### src/rtl/key_arb_pkg.sv
// Shared types and helpers for the push-button round-robin LED arbiter.
// Holds the FSM state enum, requester count/index width, the all-off LED
// pattern and the round-robin winner search.
package key_arb_pkg;

    localparam int unsigned NUM_REQ = 4;
    localparam int unsigned IDX_W   = 2;
    localparam logic [NUM_REQ-1:0] LED_OFF = 4'b1111;

    typedef enum logic [1:0] {
        IDLE  = 2'd0,
        GRANT = 2'd1,
        GAP   = 2'd2
    } state_e;

    // First set bit of req, searching upward from ptr and wrapping 3->0.
    function automatic logic [IDX_W-1:0] rr_winner(
        input logic [NUM_REQ-1:0] req,
        input logic [IDX_W-1:0]   ptr
    );
        logic [IDX_W-1:0] idx;
        logic [IDX_W-1:0] win;
        logic             found;
        win   = ptr;
        found = 1'b0;
        for (int unsigned i = 0; i < NUM_REQ; i++) begin
            idx = ptr + IDX_W'(i);
            if (!found && req[idx]) begin
                win   = idx;
                found = 1'b1;
            end
        end
        return win;
    endfunction

endpackage

### src/rtl/led_decode_2to4_n.sv
// Active-low one-hot 2-to-4 decoder; all outputs high when disabled.
// Ports: en (active-high enable), idx (selected output), led_n (active-low).
module led_decode_2to4_n
    import key_arb_pkg::*;
(
    input  logic               en,
    input  logic [IDX_W-1:0]   idx,
    output logic [NUM_REQ-1:0] led_n
);

    always_comb begin
        led_n = LED_OFF;
        if (en) begin
            led_n[idx] = 1'b0;
        end
    end

endmodule

### src/rtl/key_rr_led_arbiter.sv
// Round-robin arbiter sharing 4 active-low LEDs among 4 push-button
// requesters. Each press latches a pending request; one requester is
// granted at a time for HOLD_CYCLES, followed by GAP_CYCLES of all-off.
// Optional build macro KEY_DEBOUNCE_EN inserts a per-bit debounce filter
// (DEB_CYCLES stable cycles) between the synchronizer and the edge detect.
// Ports:
//   clk, rst_n  : clock, async active-low reset
//   KEY[3:0]    : raw buttons, active-low, asynchronous
//   LED[3:0]    : active-low one-hot of the current grant
//   gnt_valid   : high while a grant is shown
//   gnt_idx     : index of current or last grant
//   pending     : latched unserved requests
module key_rr_led_arbiter
    import key_arb_pkg::*;
#(
    parameter int unsigned HOLD_CYCLES = 50_000_000,
    parameter int unsigned GAP_CYCLES  = 5_000_000,
    parameter int unsigned DEB_CYCLES  = 1_000_000
) (
    input  logic               clk,
    input  logic               rst_n,
    input  logic [NUM_REQ-1:0] KEY,
    output logic [NUM_REQ-1:0] LED,
    output logic               gnt_valid,
    output logic [IDX_W-1:0]   gnt_idx,
    output logic [NUM_REQ-1:0] pending
);

    localparam int unsigned MAX_HG  = (HOLD_CYCLES > GAP_CYCLES) ? HOLD_CYCLES : GAP_CYCLES;
    localparam int unsigned MAX_CYC = (MAX_HG > DEB_CYCLES) ? MAX_HG : DEB_CYCLES;
    localparam int unsigned TMR_W   = (MAX_CYC >= 2) ? $clog2(MAX_CYC) : 1;

    logic [NUM_REQ-1:0] key_s1;
    logic [NUM_REQ-1:0] key_s2;
    logic [NUM_REQ-1:0] key_lvl;
    logic [NUM_REQ-1:0] key_d;
    logic [NUM_REQ-1:0] press;

    state_e             state;
    state_e             state_n;
    logic [TMR_W-1:0]   timer;
    logic [TMR_W-1:0]   timer_n;
    logic [IDX_W-1:0]   gnt_idx_n;
    logic [IDX_W-1:0]   rr_ptr;
    logic [IDX_W-1:0]   rr_ptr_n;
    logic [IDX_W-1:0]   win;
    logic [NUM_REQ-1:0] pend_clr;
    logic [NUM_REQ-1:0] pending_n;

    // Two-flop synchronizer for the asynchronous button pins.
    always_ff @(posedge clk or negedge rst_n) begin
        if (!rst_n) begin
            key_s1 <= LED_OFF;
            key_s2 <= LED_OFF;
        end else begin
            key_s1 <= KEY;
            key_s2 <= key_s1;
        end
    end

`ifdef KEY_DEBOUNCE_EN
    localparam int unsigned DEB_W = (DEB_CYCLES >= 2) ? $clog2(DEB_CYCLES) : 1;

    logic [NUM_REQ-1:0] deb_lvl;
    logic [DEB_W-1:0]   deb_cnt [NUM_REQ];

    // Filtered level follows the synchronized level only after it has
    // differed for DEB_CYCLES consecutive cycles; any bounce restarts.
    always_ff @(posedge clk or negedge rst_n) begin
        if (!rst_n) begin
            deb_lvl <= LED_OFF;
            for (int unsigned i = 0; i < NUM_REQ; i++) begin
                deb_cnt[i] <= '0;
            end
        end else begin
            for (int unsigned i = 0; i < NUM_REQ; i++) begin
                if (key_s2[i] != deb_lvl[i]) begin
                    if (deb_cnt[i] == DEB_W'(DEB_CYCLES - 1)) begin
                        deb_lvl[i] <= key_s2[i];
                        deb_cnt[i] <= '0;
                    end else begin
                        deb_cnt[i] <= deb_cnt[i] + DEB_W'(1);
                    end
                end else begin
                    deb_cnt[i] <= '0;
                end
            end
        end
    end

    assign key_lvl = deb_lvl;
`else
    assign key_lvl = key_s2;
`endif

    // Falling-edge (press) detect on the clean level.
    always_ff @(posedge clk or negedge rst_n) begin
        if (!rst_n) begin
            key_d <= LED_OFF;
        end else begin
            key_d <= key_lvl;
        end
    end

    assign press     = key_d & ~key_lvl;
    assign win       = rr_winner(pending, rr_ptr);
    // A new press re-queues even when the same bit is being served.
    assign pending_n = (pending & ~pend_clr) | press;

    // State and datapath registers.
    always_ff @(posedge clk or negedge rst_n) begin
        if (!rst_n) begin
            state     <= IDLE;
            timer     <= '0;
            gnt_idx   <= '0;
            rr_ptr    <= '0;
            pending   <= '0;
            gnt_valid <= 1'b0;
        end else begin
            state     <= state_n;
            timer     <= timer_n;
            gnt_idx   <= gnt_idx_n;
            rr_ptr    <= rr_ptr_n;
            pending   <= pending_n;
            // Registered view of GRANT so the LED decode only sees flops.
            gnt_valid <= (state == GRANT);
        end
    end

    // Next-state, timer and grant selection.
    always_comb begin
        state_n   = state;
        timer_n   = timer;
        gnt_idx_n = gnt_idx;
        rr_ptr_n  = rr_ptr;
        pend_clr  = '0;
        unique case (state)
            IDLE: begin
                if (pending != '0) begin
                    gnt_idx_n     = win;
                    pend_clr[win] = 1'b1;
                    rr_ptr_n      = win + IDX_W'(1);
                    timer_n       = TMR_W'(HOLD_CYCLES - 1);
                    state_n       = GRANT;
                end
            end
            GRANT: begin
                if (timer == '0) begin
                    if (GAP_CYCLES > 0) begin
                        timer_n = TMR_W'(GAP_CYCLES - 1);
                        state_n = GAP;
                    end else begin
                        state_n = IDLE;
                    end
                end else begin
                    timer_n = timer - TMR_W'(1);
                end
            end
            GAP: begin
                if (timer == '0) begin
                    state_n = IDLE;
                end else begin
                    timer_n = timer - TMR_W'(1);
                end
            end
            default: begin
                state_n = IDLE;
            end
        endcase
    end

    led_decode_2to4_n u_led_decode (
        .en    (gnt_valid),
        .idx   (gnt_idx),
        .led_n (LED)
    );

endmodule
### config.mk
export PLATFORM = sky130hd
export DESIGN_NAME = key_rr_led_arbiter
export DESIGN_NICKNAME = d
export VERILOG_FILES = /design/src/rtl/key_arb_pkg.sv /design/src/rtl/led_decode_2to4_n.sv /design/src/rtl/key_rr_led_arbiter.sv
export SDC_FILE = /design/constraint.sdc
export NUM_CORES = 1
export LEC_CHECK = 0
export ABC_AREA = 1
export CAP_MARGIN = 10
export CORE_UTILIZATION = 43
export DETAILED_ROUTE_END_ITERATION = 8
export PLACE_DENSITY = 0.68
export SLEW_MARGIN = 20
export SYNTH_ARGS = -nofsm -noshare
export SYNTH_HDL_FRONTEND = slang
export SYNTH_SLANG_ARGS = --single-unit
### constraint.sdc
create_clock -name clk -period 2.1 [get_ports clk]
set_input_delay 0.42 -clock clk [delete_from_list [all_inputs] [get_ports clk]]
set_output_delay 0.42 -clock clk [all_outputs]
set_load 0.05 [all_outputs]
==> results of run 1 <==
==> metrics by stage <==
step	cells	worst slack, ns	setup TNS (ns)	utilization [%]
3_5_place_dp	535	0.00699	0	48.9
5_1_grt	545	-0.0117	-0.0117	50.9
3_3_place_gp	535	0.102	0	48.9
6_report	545	0.0623	0	50.9
2_1_floorplan	424	0.140	0	-
4_1_cts	543	0.00133	0	50.4
==> cells in the final DEF (no fill, tap or decap), drive strengths merged <==
cell type | Yosys | routed
a21oi | 20 | 20
and2 | 1 | 1
ha | 9 | 9
o21ai | 22 | 22
xnor2 | 2 | 2
dlymetal6s2s | 0 | 4
nand4 | 12 | 12
clkdlybuf4s50 | 0 | 10
o21a | 1 | 1
clkbuf | 0 | 5
clkinv | 1 | 2
inv | 57 | 59
nand2 | 132 | 132
nand3 | 35 | 35
nor3 | 4 | 4
nor2 | 61 | 61
dfstp | 12 | 12
xor2 | 5 | 5
o22ai | 2 | 2
o31ai | 1 | 1
a21boi | 2 | 2
buf | 6 | 9
dfrtp | 37 | 37
and3 | 1 | 1
or2 | 1 | 1
==> area by class of cell <==
| class | count | area, um^2 |
|---|---|---|
| clock inverters | 3 | 28.8 |
| clock buffers | 5 | 68.8 |
| fillers | 648 | 3370 |
| repair buffers | 23 | 228 |
| inverters | 58 | 223 |
| flip-flops and latches | 49 | 1240 |
| multi-input cells | 311 | 1590 |
| well taps | 96 | 120 |
==> power by group through the flow <==
| stage | logic, mW | registers [mW] | clock network [mW] |
|---|---|---|---|
| floorplan | 2.29 | 1.69 | 0 |
| global placement | 3.00 | 1.58 | 0 |
| detailed placement | 3.04 | 1.58 | 0 |
| CTS | 3.05 | 1.57 | 0.632 |
| global route | 3.48 | 1.61 | 0.670 |
| finish | 3.11 | 1.57 | 0.604 |
==> per-layer routing <==
metal / share of wire (%) / vias to the layer above
met5: 0 / -
met4: 1.9 / 0
met3: 4.9 / 9
met2: 45 / 59
met1: 48 / 1224
li1: - / 1385
==> flip-flops by register name (all words and copies together), names as in the netlist <==
name       flops
gnt_valid      1
timer         26
state          2
pending        4
key_d          4
key_lvl        4
rr_ptr         2
key_s1         4
gnt_idx        2
==> synthesized netlist by cell type (all sizes together) <==
master	instances
clkinv	1
ha	9
dfstp	12
o21ai	22
nand4	12
and3	1
and2	1
xor2	5
or2	1
nor2	61
a21boi	2
o31ai	1
o21a	1
buf	6
dfrtp	37
nand3	35
inv	57
a21oi	20
nor3	4
nand2	132
xnor2	2
o22ai	2
==> final timing paths <==
kind / cells past startpoint / from / to
worst min-delay path: 1 / rst_n / gnt_idx[0]
min in group clk: 0 / key_s1[1] / key_lvl[1]
worst min register to register: 0 / key_s1[1] / key_lvl[1]
worst max-delay path: 1 / pending[3] / pending[3]
worst max register to register: 14 / rr_ptr[0] / rr_ptr[1]
max in group asynchronous: 2 / rst_n / key_d[2]
==> logic make-up (layout without fill, tap and decap cells) <==
group / after synthesis / in the layout / synth area share [%]
simple gates: 247 / 247 / 36.2
xor+xnor: 7 / 7 / 1.98
compound gates: 48 / 48 / 9.26
flops: 49 / 49 / 40.1
buf+inv: 64 / 89 / 8.78
fa+ha+maj: 9 / 9 / 3.64
==> timing repair <==
| action | in CTS | in global routing |
|---|---|---|
| setup endpoints to repair | 1 | 17 |
| buffers inserted | 0 | 2 |
| hold buffers | 0 | 0 |
| gates cloned | 0 | 0 |
| gates resized for setup | 1 | 10 |
==> impl_metrics.yaml, run 1 <==
clocking:
  clk_pin_slew_worst_paths_ns: 0.10
  source_to_sink_clock_delay_at_the_later_pin_of_the_worst_skew_pair_ns: 0.31
  cts_buffer_count: 5
  cts.path.max_buffers: 2
  clkSinkCount: 49
  htree_num_levels: 2
  tritoncts: "done"
  cts.root.buffer_cell: "clkbuf_8"
sta:
  setup_viol_count_final: 0
  timing.slew.headroom_pct: 63.4
  slew_viol_final: 0
  tightestPinTransition_ns: 0.548
  final-hold-violation-count: 0
  clock_skew_ns: 0.00607
  min_period_over_period_pct: 97.0
  holdWs_ns: 0.0812
  clock.fmax_mhz: 491
  min_period_ns: 2.04
global_routing:
  global_route_wire_length_before_repair_mm: 10.9
  number_of_global_route_vias_before_repair: 2410
  grt_use_met1_pct: 24.8
  grt_use_met2_pct: 30.4
  initial_antenna_violation_count: 0
  grt_max_degree: 29
  grtUsageTotal_pct: 18.7
  grt.met3_usage_pct: 3.62
  grt_remaining_overflow: 0
  top_usage_layer: "met2"
worst_hold_path:
  min_delay_path_class: "in -> async"
outcome:
  run_status: "finished clean"
worst_setup_path:
  critical_path_peak_fanout: 6
  worst_setup_end_kind: "output port"
  critPathKind: "reg -> out"
  startpoint_type: "flop"
  cp_data_arrival_time_ns: 1.62
  cpPeakStageDelay_ns: 0.84
  timing.critical_path.required_ns: 1.68
  path_delay_family: "buffers and inverters"
  cp_cell_sequence: "clkdlybuf4s50_1"
  reg2reg_slack_ns: 0.14
  timing.critical_path.buf_inv: 1
  critical-path-slowest-cell: "clkdlybuf4s50_1"
die:
  top_level_ports: 17
  floorplan.die_area_um2: 7540
  die_h_um: 86.8
  core_area_um2: 6870
  core.rowCount: 30
  chipWidth_um: 86.8
  start_util_pct: 45.0
power_and_ir_drop:
  design_power_total_mw: 5.28
  powerDensity_nw_per_um2: 1510
  clock_power_share_pct: 11.4
  switching_power_mw: 2.73
  sequentialPowerShare_pct: 29.7
  internal-power_mw: 2.55
  switching_share_pct: 51.7
  vdd_drop_max_uv: 473
  pwr-share-comb_pct: 58.8
  static-leakage-power_nw: 1.70
logic_synthesis:
  postSynthCellCount: 424
  synth_cell_type_count: 35
  synthesized_flop_and_latch_total: 49
  post_synth_main_area_contributors: "dfrtp_1, nand2_1, dfstp_2"
  yosysTopAreaCellShare_pct: 29.9
  leading_area_contributor_after_synthesis: "dfrtp_1"
  seq_area_frac_synth_pct: 40.1
  syn_nets: 439
  synth.cell_area_um2: 3090
  ys.warnings.count: 0
  syn_avg_cell_area_um2: 7.29
cells_and_area:
  layout.nets: 463
  layout-drive-gt1-share_pct: 15.4
  n_antenna_cell: 0
  area.growth.synth_to_final_pct: 13.0
  finish.instance_area_um2: 3500
detailed_routing:
  num_vias: 2677
  drtIter0Drc: 134
  totalWireLength_mm: 6.45
  detail_route.drc_violations: 0
  avg_wl_per_cell_um: 11.8
  vias_per_cell: 4.91
  ant_nets: 0
  drt_first_pass_iters: 5
place:
  post_dp_cell_area_um2: 3360
  numPortBuffers: 16
  post-dp-hpwl_mm: 4.78
  routabilityCongestion: 0.826
run:
  cap_viol_max_count: 0
No activity file was read; power rests on OpenSTA's default activity.
==> run 2, diff against run 1 <==
--- a/config.mk
+++ b/config.mk
@@ -8,6 +8,7 @@
 export ABC_AREA = 1
 export CAP_MARGIN = 10
 export CORE_UTILIZATION = 43
+export CTS_CLUSTER_DIAMETER = 100
 export DETAILED_ROUTE_END_ITERATION = 8
 export PLACE_DENSITY = 0.68
 export SLEW_MARGIN = 20
==> results of run 2 <==
The final DEF is identical to that of run 1; final timing and power are the same.
